`src/rtl/nes_ppu_pattern_gen.sv`:
```
// NES PPU-style test pattern generator.
// Walks the 341x262 dot raster at one dot per CLK_DIV clocks and produces a
// palette index for each dot. The pattern choice is taken at the frame boundary.
// Odd frames can be shortened by one dot, matching the 2C02.
module nes_ppu_pattern_gen #(
   parameter int CLK_DIV  = 4,
   parameter int ODD_SKIP = 1
) (
   input  logic       clk,
   input  logic       resetn,
   input  logic       enable,
   input  logic [1:0] mode,
   input  logic [5:0] solid_color,
   output logic [5:0] color,
   output logic [8:0] cycle,
   output logic [8:0] scanline,
   output logic       pix_we,
   output logic       vblank,
   output logic       frame_done,
   output logic [7:0] frame_cnt
);

   localparam logic [3:0] DIV_LAST = 4'(CLK_DIV - 1);
   localparam logic [5:0] C_BLANK  = 6'h0D;
   localparam logic [8:0] LAST_DOT  = 9'd340;
   localparam logic [8:0] LAST_LINE = 9'd261;

   logic [3:0] div_q, div_d;
   logic [8:0] cycle_q, cycle_d;
   logic [8:0] scanline_q, scanline_d;
   logic [5:0] color_q, color_d;
   logic       pix_we_q, pix_we_d;
   logic       vblank_q, vblank_d;
   logic       frame_done_q, frame_done_d;
   logic [7:0] frame_cnt_q, frame_cnt_d;
   logic [1:0] mode_q, mode_d;

   logic tick;
   logic wrap;
   logic skip_dot;
   logic visible_d;

   // Palette index for a visible dot; blanking is applied by the caller.
   function automatic logic [5:0] pattern_color(input logic [1:0] m,
                                                input logic [8:0] c,
                                                input logic [8:0] s,
                                                input logic [5:0] solid);
      logic [5:0] col;
      col = C_BLANK;
      unique case (m)
         2'd0: begin
            unique case (c[7:5])
               3'd0: col = 6'h30;
               3'd1: col = 6'h28;
               3'd2: col = 6'h2C;
               3'd3: col = 6'h2A;
               3'd4: col = 6'h24;
               3'd5: col = 6'h16;
               3'd6: col = 6'h12;
               3'd7: col = 6'h0D;
               default: col = C_BLANK;
            endcase
         end
         2'd1: col = c[7:2];
         2'd2: col = (c[3] ^ s[3]) ? 6'h30 : C_BLANK;
         2'd3: col = solid;
         default: col = C_BLANK;
      endcase
      return col;
   endfunction

   assign tick     = enable && (div_q == DIV_LAST);
   // Odd frames jump from (261,339) straight to (0,0).
   assign skip_dot = (ODD_SKIP != 0) && frame_cnt_q[0] &&
                     (scanline_q == LAST_LINE) && (cycle_q == 9'd339);

   // Divider and raster position advance; frame wrap bookkeeping.
   always_comb begin
      div_d       = div_q;
      cycle_d     = cycle_q;
      scanline_d  = scanline_q;
      frame_cnt_d = frame_cnt_q;
      mode_d      = mode_q;
      wrap        = 1'b0;
      if (!enable || tick) begin
         div_d = 4'd0;
      end else begin
         div_d = div_q + 4'd1;
      end
      if (tick) begin
         if (skip_dot || (cycle_q == LAST_DOT && scanline_q == LAST_LINE)) begin
            wrap        = 1'b1;
            cycle_d     = 9'd0;
            scanline_d  = 9'd0;
            frame_cnt_d = frame_cnt_q + 8'd1;
            mode_d      = mode;
         end else if (cycle_q == LAST_DOT) begin
            cycle_d    = 9'd0;
            scanline_d = scanline_q + 9'd1;
         end else begin
            cycle_d = cycle_q + 9'd1;
         end
      end
   end

   // Color, strobes and vblank derived from the new position so they land with it.
   always_comb begin
      color_d      = color_q;
      vblank_d     = vblank_q;
      pix_we_d     = 1'b0;
      frame_done_d = 1'b0;
      visible_d    = (scanline_d < 9'd240) && (cycle_d < 9'd256);
      if (tick) begin
         color_d      = visible_d ? pattern_color(mode_d, cycle_d, scanline_d, solid_color)
                                  : C_BLANK;
         vblank_d     = (scanline_d >= 9'd241) && (scanline_d <= 9'd260);
         pix_we_d     = visible_d;
         frame_done_d = wrap;
      end
   end

   // State registers with synchronous active-low reset.
   always_ff @(posedge clk) begin
      if (!resetn) begin
         div_q        <= 4'd0;
         cycle_q      <= 9'd0;
         scanline_q   <= 9'd0;
         color_q      <= C_BLANK;
         pix_we_q     <= 1'b0;
         vblank_q     <= 1'b0;
         frame_done_q <= 1'b0;
         frame_cnt_q  <= 8'd0;
         mode_q       <= mode;
      end else begin
         div_q        <= div_d;
         cycle_q      <= cycle_d;
         scanline_q   <= scanline_d;
         color_q      <= color_d;
         pix_we_q     <= pix_we_d;
         vblank_q     <= vblank_d;
         frame_done_q <= frame_done_d;
         frame_cnt_q  <= frame_cnt_d;
         mode_q       <= mode_d;
      end
   end

   assign color      = color_q;
   assign cycle      = cycle_q;
   assign scanline   = scanline_q;
   assign pix_we     = pix_we_q;
   assign vblank     = vblank_q;
   assign frame_done = frame_done_q;
   assign frame_cnt  = frame_cnt_q;

endmodule
```
`config.mk`:
```
export PLATFORM = sky130hd
export DESIGN_NAME = nes_ppu_pattern_gen
export DESIGN_NICKNAME = d
export VERILOG_FILES = /design/src/rtl/nes_ppu_pattern_gen.sv
export SDC_FILE = /design/constraint.sdc
export NUM_CORES = 1
export LEC_CHECK = 0
export BUFFER_PORTS_ARGS = -buffer_cell sky130_fd_sc_hd__buf_4
export CORE_MARGIN = 5
export CORE_UTILIZATION = 35
export CTS_CLUSTER_SIZE = 8
export DETAILED_ROUTE_END_ITERATION = 7
export PLACE_DENSITY_LB_ADDON = 0.08
export SLEW_MARGIN = 5
export SYNTH_ARGS = -nofsm -noshare
export SYNTH_HDL_FRONTEND = slang
export SYNTH_SLANG_ARGS = --single-unit
```
`constraint.sdc`:
```
create_clock -name clk -period 9.3 [get_ports clk]
set_clock_uncertainty 0.05 [all_clocks]
set_input_delay 0.93 -clock clk [delete_from_list [all_inputs] [get_ports clk]]
set_output_delay 0.93 -clock clk [all_outputs]
set_load 0.02 [all_outputs]
```
==> results of run 1 <==
-- power groups by stage --
stage | Clock (mW) | Combinational (mW) | Sequential, mW
2_1_floorplan | 0 | 0.0148 | 0.182
3_3_place_gp | 0 | 0.0220 | 0.183
3_5_place_dp | 0 | 0.0217 | 0.183
4_1_cts | 0.179 | 0.0218 | 0.179
5_1_grt | 0.187 | 0.0238 | 0.180
6_report | 0.174 | 0.0216 | 0.179
-- routing by layer --
layer  global-route usage (%)  routed length [um]  part of all wire [%]  vias up
li1                         -                   -                     -     1076
met1                     20.5                2970                    50      993
met2                     22.7                2660                    44       53
met3                     4.01                 309                   5.2        6
met4                     3.96                  59                  0.98        0
met5                        0                   0                     0        -
-- flip-flops by register name, indices dropped and copies added, names as in the netlist --
name / count
color: 6
cycle: 9
div_q: 4
frame_cnt: 8
frame_done: 1
mode_q: 2
pix_we: 1
scanline: 9
vblank: 1
-- cell usage in the layout, fill, tap and decap left out, types with 2 or more instances in the layout --
master      n
o31ai_1     4
a21boi_0    3
bufinv_16   2
nor2b_1     2
a21oi_1     9
o211ai_1    2
and2_1     11
nor2_1     30
a31oi_1     4
ha_1       10
mux2i_1     2
nand4_1     7
nor4_1      8
nand3_1    11
dfxtp_1    41
a22o_1      3
mux2_2      5
inv_1      11
xor2_1      8
clkbuf_8    5
a32o_1      2
nor3_1      2
or3_1       5
a211o_1     3
and3_1      5
o21ai_0     9
xnor2_1    14
and2_2      2
nand2_1    32
buf_4      46
or4_1       4
a32oi_1     2
-- Yosys cell counts (all sizes together) --
cell type      number  share of area [%]
ha                 10                5.3
a211o               3                1.1
a31oi               5                1.6
dfxtp              41                 35
nand2              32                5.1
a21boi              3               0.96
a32o                2               0.85
a22o                3                1.1
nand4               7                1.9
mux2                5                2.4
mux2i               2               0.85
buf                 3                1.2
clkbuf              6                1.5
or2                 2               0.53
xor2                8                3.0
or3                 5                1.3
a21oi               9                1.9
nor4                8                2.1
o211ai              3                1.2
nand3              11                2.3
or4b                1               0.43
a211oi              1               0.32
o211a               1               0.43
o22ai               1               0.27
nand4bb             1               0.48
nor3                2               0.43
nor2               30                4.8
a221o               1               0.43
and2               13                3.6
and3                6                1.7
and4bb              1               0.53
nor2b               2               0.53
nand4b              1               0.37
nand3b              1               0.32
inv                11                1.8
xnor2              14                5.2
o31ai               5                1.8
o21ai               9                1.9
clkdlybuf4s15       1               0.43
a32oi               2               0.75
or4                 5                1.8
o31a                1               0.43
-- final cells by class --
cell class / count / area [um2]
Clock inverter: 3 / 65.1
Multi-Input combinational cell: 216 / 1410
Sequential cell: 41 / 821
Fill cell: 665 / 3570
Clock buffer: 5 / 68.8
Inverter: 11 / 41.3
Tap cell: 77 / 96.3
Timing Repair Buffer: 46 / 345
-- path summary, 6_finish.rpt --
| kind | end | cells past startpoint |
|---|---|---|
| hold reg to reg | div_q[0] | 1 |
| setup reg to reg | color[1] | 9 |
| hold / removal | div_q[0] | 1 |
| setup / recovery | color[1] | 9 |
-- logic make-up after synthesis --
family	Yosys count
xor gates and xnor gates	22
buffers and inverters	21
DFF	41
adders and majority gates	10
AOI/OAI and AO/OA	49
muxes	7
and+or+nand+nor	128
-- metrics by stage --
stage,total power [mW],util [%]
floorplan,0.197,-
global placement,0.205,42.3
detailed placement,0.205,42.3
CTS,0.380,44.3
global route,0.390,44.3
finish,0.375,44.3
==> key figures, run 1 <==
STA
  • RSZ-0062 raised after global routing: no
  • Final Hold Viols: 0
  • Tightest Pin Transition: 986 ps
  • Setup TNS: 0 ps
  • Slew headroom: 33.7%
  • Max Fclk: 279 MHz
  • Tcrit/Tclk final: 38.5%
  • Setup violators final: 0
  • Setup WS post-layout: 5720 ps
  • Hold WS: 403 ps
  • Final min period: 3580 ps
  • Slew Viols, Final: 0

GRT
  • Global-route wire length before repair: 10.1 mm
  • GRT overflow: 0
  • Initial antenna violation count: 0
  • Total Routing Usage GR: 14.8%
  • Vias in the first global route: 2066
  • Largest net degree at the start of global routing: 21

Worst setup path
  • Critical path class: primary input to flip-flop
  • Worst path slowest cell: nor4_1
  • CP endpoint kind: flip-flop
  • CP Data Arrival Time: 3730 ps
  • Worst-path cell chain: buf_4 -> nand4bb_1 -> nor4_1 -> nor2_1 -> and2_1 -> ha_1 -> or3_1 -> a32o_1 -> a22o_1
  • CP required: 9450 ps
  • CP Launch Point: enable
  • Worst path top cell family by delay: simple AND/OR/NAND/NOR gates
  • Max incr delay on CP: 790 ps
  • Worst reg2reg startpoint: div_q[0]
  • R2R setup slack: 5820 ps
  • Startpoint types: primary input
  • CP bufs+invs: 1
  • CP max FO: 16

Final layout
  • Final non-filler cell area: 0.00285 mm2
  • Nets@finish: 342
  • Non-Filler Instances: 399
  • N_diodes: 0
  • Area growth, synth to finish: 21.4%
  • Share of layout cells above drive strength 1: 21.4%

CTS
  • Post-CTS Setup Bufs: 0
  • Clock buffer depth: 2
  • Hold Buf Count CTS: 0
  • CTS tree: built
  • CTS buffer count: 5
  • Cells resized by post-CTS repair: 0
  • Num Clock Sinks: 41
  • # H-tree levels: 2
  • Clk pin slew, worst setup/hold paths: 80 ps
  • Root Buffer: clkbuf_8
  • Later-pin clock latency in the skew report: 300 ps

Synthesis
  • Cell area after synthesis: 0.00235 mm2
  • Unique masters post-synth: 52
  • Synth Area in XOR/XNOR: 8.21%
  • Sequential fraction of the synthesis area: 35.0%
  • Syn Nets: 299
  • Synth Register Bits: 41
  • Post-synthesis mux area share: 3.25%
  • Synth Area in Simple Gates: 28.2%
  • Synth Instances: 278
  • Fraction of the mapped netlist area in compound gates: 15.1%
  • Adder-cell share of the synthesized area: 5.33%
  • Total of warnings raised by yosys: 0
  • Syn_area_per_cell: 8.44 um2
  • Main combinational cell family by area after synthesis: simple AND/OR/NAND/NOR gates

Power
  • Comb pwr share: 5.8%
  • P_sw: 0.0814 mW
  • Leakage: 1.13 nW
  • P_int: 0.293 mW
  • Clk network pwr share: 46.4%
  • Sw Share: 21.7%
  • Power per standard cell area: 132 mW/mm2
  • Worst vdd ir: 0.0593 mV
  • Flop pwr share: 47.8%

Die
  • Cell row count: 29
  • Initial Util: 36.5%
  • Die Width: 91.9 um
  • Die area: 0.00844 mm2
  • Die Ht: 91.9 um
  • Core area: 0.00642 mm2
  • Ports: 46

Routing
  • DR vias: 2128
  • Post-Route WL: 6.00 mm
  • First drt pass iteration count: 4
  • WL/cell: 15.0 um
  • ANT nets after route: 0
  • DR iter-0 viols: 91
  • Post-route DRC: 0
  • DR vias/cell: 5.33

Worst hold path
  • Worst Hold Launch: div_q[0]
  • Hold Path Class: flip-flop to flip-flop

Place
  • Post-DP HPWL: 4.56 mm
  • Cell Count Post-Placement: 391
  • Port-buffer cells: 45
  • Pre-CTS WS: 5390 ps
  • Routability cong.: 0.807
  • Post-DP Area: 0.00271 mm2

Run
  • Max cap viols: 0

Status
  • Outcome: finished, final reports clean
Power figures use the tool's default switching activity.
==> inputs of run 2 (changes only) <==
Settings changed: ABC_AREA set to 1.
Clock period 9.3 ns to 3.26 ns, I/O delays scaled along.
==> run 2 against run 1 <==
Worst hold slack worse by 110 ps. Largest power group unchanged. Power grew to 2.6 times the previous value. Synthesized cell count is 45% higher.
==> key figures, run 2 <==
Status
  • Outcome: finished, final reports clean

Die
  • Die Width: 96.7 um
  • Die Ht: 96.7 um
  • Die area: 0.00935 mm2
  • Cell row count: 31
  • Initial Util: 36.1%
  • Core area: 0.00729 mm2
  • Ports: 46

Final layout
  • Commonest non-fill, non-tap cell in the layout: nand2_1
  • Final core utilization: 43.5%
  • Area growth, synth to finish: 20.5%
  • Non-Filler Instances: 550
  • N_diodes: 0
  • Nets@finish: 471
  • Most frequent cells in the layout: nand2_1, inv_1, nor2_1
  • Share of layout cells above drive strength 1: 20.0%
  • Filler cells: 817
  • Final non-filler cell area: 0.00317 mm2

STA
  • Slew Viols, Final: 0
  • Setup violators final: 0
  • RSZ-0062 raised after global routing: no
  • Setup TNS: 0 ps
  • Tcrit/Tclk final: 82.1%
  • Hold WS: 292 ps
  • Setup WS post-layout: 582 ps
  • Max Fclk: 373 MHz
  • Slew headroom: 61.8%
  • Tightest Pin Transition: 573 ps
  • Final Hold Viols: 0
  • Final min period: 2680 ps

Synthesis
  • Synth Register Bits: 41
  • Main combinational cell family by area after synthesis: simple AND/OR/NAND/NOR gates
  • Fraction of the mapped netlist area in compound gates: 6.09%
  • Synth Area in XOR/XNOR: 2.00%
  • Sequential fraction of the synthesis area: 31.2%
  • Unique masters post-synth: 33
  • Total of warnings raised by yosys: 0
  • Synth Instances: 402
  • Adder-cell share of the synthesized area: 4.76%
  • Synth Area in Simple Gates: 44.8%
  • Area contributors post-synth: dfxtp_1, nand2_1, inv_1
  • Count leader, synth: nand2_1
  • Syn_area_per_cell: 6.55 um2
  • Ys async rst share: 0%
  • Commonest cells in the netlist: nand2_1, inv_1, nor2_1, dfxtp_1, nand3_1
  • Post-synthesis mux area share: 0%
  • Top-area cell type share of the netlist area: 31.2%
  • Syn Nets: 423
  • Largest area contributor in the synthesized netlist: dfxtp_1
  • Cell area after synthesis: 0.00263 mm2
  • Number of synthesized flops with an enable pin: 0
  • Predominant post-synthesis flop cell: dfxtp_1

Routing
  • First drt pass iteration count: 4
  • DR vias: 2552
  • DR vias/cell: 4.64
  • DR iter-0 viols: 118
  • ANT nets after route: 0
  • Post-route DRC: 0
  • WL/cell: 12.6 um
  • Post-Route WL: 6.93 mm

CTS
  • CTS tree: built
  • Root Buffer: clkbuf_8
  • Later-pin clock latency in the skew report: 290 ps
  • Cells resized by post-CTS repair: 0
  • # H-tree levels: 2
  • Clock buffer depth: 2
  • Clk pin slew, worst setup/hold paths: 80 ps
  • CTS buffer count: 5
  • Post-CTS Setup Bufs: 0
  • Num Clock Sinks: 41
  • Hold Buf Count CTS: 0

GRT
  • Vias in the first global route: 2460
  • Largest net degree at the start of global routing: 18
  • Total Routing Usage GR: 15.0%
  • Global-route wire length before repair: 11.7 mm
  • Initial antenna violation count: 0
  • GRT overflow: 0

Place
  • Post-DP HPWL: 5.43 mm
  • Post-DP Area: 0.00306 mm2
  • Cell Count Post-Placement: 542
  • Pre-CTS WS: 626 ps
  • Port-buffer cells: 45
  • Routability cong.: 0.852

Worst setup path
  • Critical path class: flip-flop to flip-flop
  • Startpoint types: flip-flop
  • CP required: 3440 ps
  • CP max FO: 15
  • CP Data Arrival Time: 2860 ps
  • CP endpoint kind: flip-flop

Worst hold path
  • Hold Path Class: primary input to flip-flop

Power
  • Worst vdd ir: 0.192 mV
  • Leakage: 1.51 nW
  • Power Total: 0.992 mW
  • Power per standard cell area: 313 mW/mm2

Run
  • Max cap viols: 0
[run 2: worst paths after layout]
check,start,endpoint,slack [ps],cells after the start
worst min register to register,div_q[0],div_q[0],410,1
worst max-delay path,cycle[0],color[3],580,15
worst max register to register,cycle[0],color[3],580,15
worst min-delay path,solid_color[5],color[5],290,5
[run 2: logic make-up after synthesis]
family	Yosys count
and+or+nand+nor	243
xor gates and xnor gates	6
DFF	41
buffers and inverters	71
adders and majority gates	10
AOI/OAI and AO/OA	31
[run 2: layout make-up]
cell class | count | area [um2] | share of cell area [%]
well taps | 99 | 124 | 3.91
repair buffers | 46 | 345 | 10.9
flip-flops and latches | 41 | 821 | 25.9
multi-input cells | 290 | 1520 | 47.9
clock buffers | 6 | 72.6 | 2.29
inverters | 66 | 251 | 7.93
clock inverters | 2 | 38.8 | 1.22
[run 2: report_power, final]
group	switching [mW]	leakage, nW	internal, mW	total [mW]
registers	0.00284	0.331	0.504	0.507
logic	0.0435	1.12	0.0245	0.0680
clock network	0.187	0.0554	0.230	0.417
[run 2: worst max-delay path, stage by stage (launching register included)]
cell and delay (ps):
dfxtp_1 400, inv_1 70, ha_1 190, nand2_1 100, nor2_2 60, nand2_4 90, nand2_4 100, nand3_4 170
nand2_1 140, a21oi_1 390, ha_1 240, a21boi_0 220, nand3_1 140, nand3_1 110, nor2_1 40, a21oi_1 100
[run 2: metal layers]
| layer | share of wire [%] | vias up | track usage [%] | wire length (um) |
|---|---|---|---|---|
| met5 | 0 | - | 0 | 0 |
| met3 | 4.5 | 7 | 3.17 | 310 |
| met4 | 0.85 | 0 | 3.56 | 59 |
| met2 | 46 | 53 | 25.0 | 3220 |
| li1 | - | 1362 | - | - |
| met1 | 48 | 1130 | 19.9 | 3340 |
